$ cat src/rtl/mp_add_pkg.sv
// rtl/mp_add_pkg.sv - shared types and constants for the multi-precision add sequencer
package mp_add_pkg;

    localparam int SLICE_W = 16;

    typedef enum logic [1:0] {
        IDLE = 2'd0,
        RUN  = 2'd1,
        DONE = 2'd2
    } state_t;

endpackage

$ cat src/rtl/cla16_ci.sv
// rtl/cla16_ci.sv - 16-bit two-level carry-lookahead adder with exposed carry-in and group carry c4
module cla16_ci (
    input  logic [15:0] a,
    input  logic [15:0] b,
    input  logic        c0,
    output logic [15:0] sum,
    output logic        cout,
    output logic        c4,
    output logic        a_msb,
    output logic        b_msb,
    output logic        s_msb
);

    logic [15:0] g;
    logic [15:0] p;
    logic [15:0] c;
    logic [3:0]  gg;
    logic [3:0]  gp;
    logic [3:0]  gc;

    assign g = a & b;
    assign p = a ^ b;

    genvar k;
    generate
        for (k = 0; k < 4; k++) begin : g_grp
            localparam int B = 4 * k;
            assign gg[k] = g[B+3] | (p[B+3] & g[B+2]) | (p[B+3] & p[B+2] & g[B+1])
                         | (p[B+3] & p[B+2] & p[B+1] & g[B]);
            assign gp[k] = &p[B+3:B];

            // In-group carries are fully expanded from the group carry-in, not rippled.
            assign c[B]   = gc[k];
            assign c[B+1] = g[B] | (p[B] & gc[k]);
            assign c[B+2] = g[B+1] | (p[B+1] & g[B]) | (p[B+1] & p[B] & gc[k]);
            assign c[B+3] = g[B+2] | (p[B+2] & g[B+1]) | (p[B+2] & p[B+1] & g[B])
                          | (p[B+2] & p[B+1] & p[B] & gc[k]);
        end
    endgenerate

    assign gc[0] = c0;
    assign gc[1] = gg[0] | (gp[0] & c0);
    assign gc[2] = gg[1] | (gp[1] & gg[0]) | (gp[1] & gp[0] & c0);
    assign gc[3] = gg[2] | (gp[2] & gg[1]) | (gp[2] & gp[1] & gg[0])
                 | (gp[2] & gp[1] & gp[0] & c0);
    assign cout  = gg[3] | (gp[3] & gg[2]) | (gp[3] & gp[2] & gg[1])
                 | (gp[3] & gp[2] & gp[1] & gg[0]) | (gp[3] & gp[2] & gp[1] & gp[0] & c0);

    assign c4    = gc[1];
    assign sum   = p ^ c;
    assign a_msb = a[15];
    assign b_msb = b[15];
    assign s_msb = sum[15];

endmodule

$ cat src/rtl/mp_add_seq.sv
// rtl/mp_add_seq.sv - wide add/subtract sequenced one 16-bit slice per cycle, LS slice first
module mp_add_seq
    import mp_add_pkg::*;
#(
    parameter int WORDS = 4
) (
    input  logic                     clk,
    input  logic                     nrst,
    input  logic                     in_valid,
    output logic                     in_ready,
    input  logic [SLICE_W*WORDS-1:0] in_a,
    input  logic [SLICE_W*WORDS-1:0] in_b,
    input  logic                     in_sub,
    output logic                     out_valid,
    input  logic                     out_ready,
    output logic [SLICE_W*WORDS-1:0] out_sum,
    output logic                     out_cout,
    output logic                     out_ovf
);

    localparam int N     = SLICE_W * WORDS;
    localparam int IDX_W = $clog2(WORDS);
    localparam logic [IDX_W-1:0] LAST_IDX = IDX_W'(WORDS - 1);

    state_t           state_q, state_d;
    logic [N-1:0]     a_q, a_d;
    logic [N-1:0]     b_q, b_d;
    logic [N-1:0]     sum_q, sum_d;
    logic             carry_q, carry_d;
    logic [IDX_W-1:0] idx_q, idx_d;
    logic             cout_q, cout_d;
    logic             ovf_q, ovf_d;

    logic [SLICE_W-1:0] slice_sum;
    logic               slice_cout;
    logic               slice_c4_unused;
    logic               slice_a_msb;
    logic               slice_b_msb;
    logic               slice_s_msb;

    // Operands shift right each RUN cycle, so the active slice is always the low word.
    cla16_ci u_cla (
        .a     (a_q[SLICE_W-1:0]),
        .b     (b_q[SLICE_W-1:0]),
        .c0    (carry_q),
        .sum   (slice_sum),
        .cout  (slice_cout),
        .c4    (slice_c4_unused),
        .a_msb (slice_a_msb),
        .b_msb (slice_b_msb),
        .s_msb (slice_s_msb)
    );

    always_comb begin
        state_d = state_q;
        a_d     = a_q;
        b_d     = b_q;
        sum_d   = sum_q;
        carry_d = carry_q;
        idx_d   = idx_q;
        cout_d  = cout_q;
        ovf_d   = ovf_q;
        unique case (state_q)
            IDLE: begin
                if (in_valid) begin
                    a_d     = in_a;
                    b_d     = in_sub ? ~in_b : in_b;
                    carry_d = in_sub;
                    idx_d   = '0;
                    state_d = RUN;
                end
            end
            RUN: begin
                a_d     = a_q >> SLICE_W;
                b_d     = b_q >> SLICE_W;
                // Result words enter at the top; after WORDS shifts word 0 sits at the bottom.
                sum_d   = {slice_sum, sum_q[N-1:SLICE_W]};
                carry_d = slice_cout;
                if (idx_q == LAST_IDX) begin
                    cout_d  = slice_cout;
                    ovf_d   = (slice_a_msb == slice_b_msb) && (slice_s_msb != slice_a_msb);
                    state_d = DONE;
                end else begin
                    idx_d = idx_q + 1'b1;
                end
            end
            DONE: begin
                if (out_ready) begin
                    state_d = IDLE;
                end
            end
            default: state_d = IDLE;
        endcase
    end

    always_ff @(posedge clk or negedge nrst) begin
        if (!nrst) begin
            state_q <= IDLE;
            a_q     <= '0;
            b_q     <= '0;
            sum_q   <= '0;
            carry_q <= 1'b0;
            idx_q   <= '0;
            cout_q  <= 1'b0;
            ovf_q   <= 1'b0;
        end else begin
            state_q <= state_d;
            a_q     <= a_d;
            b_q     <= b_d;
            sum_q   <= sum_d;
            carry_q <= carry_d;
            idx_q   <= idx_d;
            cout_q  <= cout_d;
            ovf_q   <= ovf_d;
        end
    end

    assign in_ready  = (state_q == IDLE);
    assign out_valid = (state_q == DONE);
    assign out_sum   = sum_q;
    assign out_cout  = cout_q;
    assign out_ovf   = ovf_q;

endmodule

$ cat config.mk
export PLATFORM = sky130hd
export DESIGN_NAME = mp_add_seq
export DESIGN_NICKNAME = d
export VERILOG_FILES = /design/src/rtl/mp_add_pkg.sv /design/src/rtl/cla16_ci.sv /design/src/rtl/mp_add_seq.sv
export SDC_FILE = /design/constraint.sdc
export NUM_CORES = 1
export LEC_CHECK = 0
export ABC_AREA = 1
export CAP_MARGIN = 20
export CORE_MARGIN = 2
export CORE_UTILIZATION = 55
export DETAILED_ROUTE_END_ITERATION = 6
export PLACE_DENSITY_LB_ADDON = 0.12
export REMOVE_ABC_BUFFERS = 1
export SLEW_MARGIN = 25
export SYNTH_ARGS = -nofsm -noshare
export SYNTH_HDL_FRONTEND = slang
export SYNTH_SLANG_ARGS = --single-unit
$ cat constraint.sdc
create_clock -name clk -period 4.15 [get_ports clk]
set_clock_uncertainty 0.1 [all_clocks]
set_input_delay 0.6225 -clock clk [delete_from_list [all_inputs] [get_ports clk]]
set_output_delay 0.6225 -clock clk [all_outputs]
set_load 0.01 [all_outputs]
==> results of run 1 <==
==> final timing paths <==
kind | startpoint | to | slack [ns] | depth (start not counted)
max | in_valid | a_q[46] | 1.42 | 6
min | nrst | b_q[50] | 0.06 | 1
max reg2reg | state_q[0] | a_q[46] | 1.53 | 6
min reg2reg | out_sum[14] | out_sum[14] | 0.37 | 2
max in group asynchronous | nrst | a_q[15] | 2.92 | 2
min in group clk | out_sum[14] | out_sum[14] | 0.37 | 2
==> power by group through the flow <==
stage	Clock (mW)	Combinational [mW]	Sequential, mW
global placement	0	4.56	3.38
finish	1.67	4.72	3.38
global route	1.78	5.33	3.49
detailed placement	0	4.73	3.41
floorplan	0	2.92	3.43
CTS	1.69	4.75	3.39
==> state kept, by name, indices dropped and copies added, names as in the netlist <==
name      flops
out_sum      64
out_ovf       1
carry_q       1
b_q          64
a_q          64
idx_q         2
state_q       2
out_cout      1
==> synthesized netlist by cell type, types with 2 or more instances <==
master      n
inv_2       3
clkbuf_1   34
xnor2_1    68
buf_1       2
nor3_1     50
nand3_1    41
inv_1      92
o21ai_1     5
o22ai_1     2
ha_1       17
and3_1      2
nand2_2     2
nor2_4      2
a21oi_1    18
a221oi_1   35
o21a_1     14
nand2_1   253
nor2_1     17
nand3b_1    2
o21ai_0    78
buf_2      26
fa_1        4
o211ai_1   47
dfrtp_1   199
==> kinds of logic (layout without fill, tap and decap cells) <==
group	Yosys count	after routing
adder cells (fa/ha/maj)	21	21
AND/OR/NAND/NOR	372	372
AO/OA/AOI/OAI	203	203
flip-flops	199	199
buffers and inverters	159	334
XOR/XNOR	69	69
==> layer usage <==
| layer | GRT usage, % | share of wire (%) | routed length, um | vias to the layer above |
|---|---|---|---|---|
| li1 | - | - | - | 3709 |
| met1 | 36.3 | 45 | 9780 | 3653 |
| met2 | 38.9 | 46 | 10100 | 285 |
| met3 | 4.09 | 6.2 | 1350 | 31 |
| met4 | 9.53 | 2.2 | 479 | 0 |
| met5 | 0 | 0 | 0 | - |
==> per-stage QoR <==
step	total power, mW	worst slack, ns	hold slack, ns	TNS [ns]
after global placement	7.94	1.12	0.357	0
after CTS	9.83	1.41	0.0993	0
after global routing	10.6	1.27	0.117	0
final	9.77	1.42	0.0600	0
after floorplan	6.35	-1.17	0.227	-125.66
after detailed placement	8.14	0.980	0.364	0
==> cell type report <==
cell class	instances	area share, %
Clock buffer	19	3.67
Clock inverter	11	1.24
Inverter	95	2.96
Multi-Input combinational cell	665	31.2
Sequential cell	199	41.3
Tap cell	220	2.28
Timing Repair Buffer	209	17.4
==> cell usage in the layout (no fill, tap or decap), types with 17 or more instances in the layout <==
cell,instances
a21oi_1,18
a221oi_1,35
clkbuf_16,17
clkdlybuf4s50_1,198
dfrtp_1,199
ha_1,17
inv_1,92
nand2_1,253
nand3_1,41
nor2_1,17
nor3_1,50
o211ai_1,47
o21ai_0,78
xnor2_1,68
==> results.ini, run 1 <==
[run_status]
outcome=completed

[yosys]
async_reset_ff_share_pct=100
synth_cell_types=34
synth_xor_area_share_pct=6.44
ys_ff_latch=199
yosysTopAreaCell=dfrtp_1
syn_area_mm2=0.00938
synth-main-ff-cell=dfrtp_1
yosys_warnings=0
synthSimpleGateAreaFrac_pct=16.5
ys_seq_area_share_pct=53.1
synth-compound-area-share_pct=14.0
synth_top_family_by_area=simple AND/OR/NAND/NOR gates
syn_avg_cell_area_um2=9.17
synth_area_leaders=dfrtp_1 53%, nand2_1 10%, xnor2_1 6.3%, o21ai_0 4.2%, o211ai_1 3.8%
synth_edf_count=0
synth_fa_ha_area_share_pct=3.12
postSynthCellCount=1023
synth_mux_area_share_pct=0
synth_top_cell_area_share_pct=53.1

[timing]
rsz0062_at_grt=no
min_period_ns=2.73
setup_viol=0
fmax_mhz=366
slew_headroom_pct=38.6
period_share_pct=65.8
hold_viol=0
drv_slew=0
tightest_slew_ns=0.922

[power]
p_comb_share_pct=48.3
p_leak_nw=5.25
p_int_mw=5.81
clockPowerShare_pct=17.1
seq_power_share_pct=34.6
p_sw_share_pct=40.5
irDropWorstVdd_mv=0.843
powerDensity_mw_per_mm2=809
switching_power_mw=3.96

[clocking]
clk_pin_slew_ns=0.07
ctsResizeCount=0
cts_setup_buffers=0
clock-sinks=199
numCtsBuffers=17
h-tree-depth=4
clkLatencyLatePin_ns=0.43
clock-root-buffer=clkbuf_16
clk_path_buf_depth=2
tritoncts=yes
holdBufCountCts=0

[min_path]
hp-class=primary input to asynchronous set/reset pin

[floorplan]
coreArea_mm2=0.0166
rows=47
die_width_um=135
die_y_um=135
initial_core_util_pct=56.4
die-area_mm2=0.0181
ios=201

[drt]
drt-vias-per-instance=5.41
dr_total_vias=7678
detail_route.wl_per_cell_um=15.3
dr.pass1.iters=5
drc_errors=0
drt-total-wl_um=21700
drtIter0Drc=550
antenna_left=0

[run]
drv_cap=0

[layout]
num_antenna_cells=0
fin_cells=1418
multi_input_area_mm2=0.00376
drive_gt1_share_pct=4.01
layout.nets=1341
area_delta_synth_final_pct=28.7
design_area_mm2=0.0121
fillers=1308
final-seq-area_mm2=0.00498
fin_util_pct=72.5

[global_routing]
grt_start_max_net_pins=206
grt.total_usage_pct=25.2
grt_pass1_vias=7356
grt-ovfl-total=0
grt_pass1_wl_um=36400
grt_antenna_before_repair=0

[place]
hpwl_um=14100
post_dp_cell_area_mm2=0.0115
dp.cells=1388
gp_congestion=0.835
io_buffers=200

[worst_setup_path]
endpoint_kind=flip-flop
cp_slowest_stage_delay_ns=0.56
critPathBufInv=3
path_cells=clkdlybuf4s50_1 -> nand2_4 -> nand2_2 -> clkinv_2 -> buf_4 -> a221oi_1
cp_slowest_cell=clkdlybuf4s50_1
critPathArrivalTime_ns=2.95
critical_path.max_fanout=63
cp-start-kind=primary input
worstSetupPathType=primary input to flip-flop
required_ns=4.37
cp_top_family=buffers and inverters

No activity file was read; power rests on OpenSTA's default activity.
==> run 2: changes to the inputs <==
--- a/config.mk
+++ b/config.mk
@@ -8,7 +8,7 @@
 export ABC_AREA = 1
 export CAP_MARGIN = 20
 export CORE_MARGIN = 2
-export CORE_UTILIZATION = 55
+export CORE_UTILIZATION = 51
 export DETAILED_ROUTE_END_ITERATION = 6
 export PLACE_DENSITY_LB_ADDON = 0.12
 export REMOVE_ABC_BUFFERS = 1
==> constraint.sdc (replaced) <==
create_clock -name clk -period 2.55 [get_ports clk]
set_clock_uncertainty 0.1 [all_clocks]
set_input_delay 0.3825 -clock clk [delete_from_list [all_inputs] [get_ports clk]]
set_output_delay 0.3825 -clock clk [all_outputs]
set_load 0.01 [all_outputs]
==> run 2 against run 1 <==
Compared with the run above:
- non-clock buffer count grew 9
- utilization shrank 5.0 points
- total power grew 62%
- register-to-register slack lost 1.3 ns
- sequential share of layout area shrank 0.33 points
- flip-flop and latch count is the same
- die area grew 7.6%
- critical path depth shrank 4
- setup slack lost 1.2 ns
- clock power grew 54%
- combinational power grew 65%
- sequential power grew 62%
- largest cell class unchanged
- highest routed layer unchanged
==> results.ini, run 2 (synthesis results as in run 1) <==
[timing]
drv_slew=0
tns_ns=0
period_share_pct=90.9
tightest_slew_ns=0.669
hold_viol=0
hold_ws_ns=0.359
slew_headroom_pct=55.4
final.setup.worst_slack_ns=0.233
fmax_mhz=432
rsz0062_at_grt=no
min_period_ns=2.32
setup_viol=0

[place]
io_buffers=200
dp.cells=1405
gp_congestion=0.843
post_dp_cell_area_mm2=0.0116
hpwl_um=14700
dp_worst_setup_slack_ns=0.279

[power]
power_mw=15.8
p_sw_share_pct=41.2
irDropWorstVdd_mv=0.712
p_leak_nw=5.31
p_int_mw=9.31
switching_power_mw=6.52
powerDensity_mw_per_mm2=1300
clockPowerShare_pct=16.3
seq_power_share_pct=34.6
p_comb_share_pct=49.1

[worst_setup_path]
critical_path.max_fanout=8
endpoint_kind=output port
endpoint=in_ready
path_cells=nor2_4 -> clkdlybuf4s50_1
worstSetupPathType=flip-flop to output port
cp_slowest_stage_delay_ns=0.61
reg2reg_to=out_sum[60]
regToRegSetupSlack_ns=0.26
critPathArrivalTime_ns=1.83
timing.critical_path.from=state_q[0]
reg2reg_depth=10
cp-start-kind=flip-flop
r2r_start=b_q[3]
cp_slowest_cell=clkdlybuf4s50_1
required_ns=2.07

[floorplan]
rows=49
coreArea_mm2=0.0180
ios=201
die_width_um=140
die_y_um=140
die-area_mm2=0.0195
initial_core_util_pct=52.0

[run]
drv_cap=0

[global_routing]
grt.total_usage_pct=22.5
grt_pass1_vias=7236
grt-ovfl-total=0
grt_antenna_before_repair=0
grt_start_max_net_pins=116
grt_pass1_wl_um=35800

[drt]
drt-vias-per-instance=5.24
drc_errors=0
antenna_left=0
drt-total-wl_um=21700
dr_total_vias=7534
detail_route.wl_per_cell_um=15.1
drtIter0Drc=423
dr.pass1.iters=5

[clocking]
cts_setup_buffers=0
clk_pin_slew_ns=0.08
clock-sinks=199
h-tree-depth=4
clkLatencyLatePin_ns=0.43
tritoncts=yes
numCtsBuffers=17
clock-root-buffer=clkbuf_16
clk_path_buf_depth=2

[layout]
design_area_mm2=0.0122
area_delta_synth_final_pct=29.7
drive_gt1_share_pct=4.88
most-common-layout-cells=253 x nand2_1, 199 x dfrtp_1, 198 x clkdlybuf4s50_1
fin_util_pct=67.5
layout_commonest_cell=nand2_1
fin_cells=1438
num_antenna_cells=0
layout.nets=1350

[min_path]
hp-class=primary input to flip-flop

[run_status]
outcome=completed

[run 2: power by group through the flow]
stage	Clock (mW)	Combinational [mW]	Sequential, mW
4_1_cts	2.62	7.85	5.49
5_1_grt	2.74	8.77	5.66
3_5_place_dp	0	7.82	5.54
6_report	2.57	7.77	5.48
2_1_floorplan	0	4.75	5.59
3_3_place_gp	0	7.61	5.49
[run 2: how the worst min path moves through the flow]
stage | start | to | slack (ns) | cells after the start
after floorplan | nrst | a_q[0] | -0.01 | 0
after global placement | nrst | b_q[50] | 0.27 | 1
after detailed placement | nrst | b_q[50] | 0.26 | 1
after CTS | in_sub | b_q[63] | 0.35 | 3
after global routing | in_sub | b_q[63] | 0.38 | 3
final | in_sub | b_q[63] | 0.36 | 3
[run 2: what timing repair did]
item / in CTS / in global routing
resized for setup: 0 / 0
hold endpoints to repair: 60 / 0
hold buffers: 1 / 0
endpoints found under the setup margin: 0 / 0
[run 2: final cells by class]
class                      count  area (um2)
inverter                      95         358
clock inverter                13         110
sequential                   199        4980
tap                          229         287
multi-input combinational    665        3760
clock buffer                  19         453
fill                        1506        5860
timing repair buffer         218        2220
[run 2: critical path, delay by kind of cell (launching register included)]
| kind | cells | cell delay, ns |
|---|---|---|
| buf+inv | 1 | 0.61 |
| simple gates | 1 | 0.34 |
| flops | 1 | 0.46 |
[run 2: metal layers]
| metal | up-vias | part of all wire (%) | GRT usage [%] |
|---|---|---|---|
| met5 | - | 0 | 0 |
| met4 | 0 | 1.2 | 5.79 |
| met3 | 17 | 3.9 | 3.17 |
| met2 | 199 | 47 | 35.8 |
| met1 | 3577 | 48 | 32.9 |
| li1 | 3741 | - | - |
==> run 3: changes to the inputs <==
--- a/config.mk
+++ b/config.mk
@@ -9,6 +9,7 @@
 export CAP_MARGIN = 20
 export CORE_MARGIN = 2
 export CORE_UTILIZATION = 51
+export CTS_CLUSTER_SIZE = 20
 export DETAILED_ROUTE_END_ITERATION = 6
 export PLACE_DENSITY_LB_ADDON = 0.12
 export REMOVE_ABC_BUFFERS = 1
==> results of run 3 <==
Same layout as run 2: the final DEF is identical, and so are final timing and power.
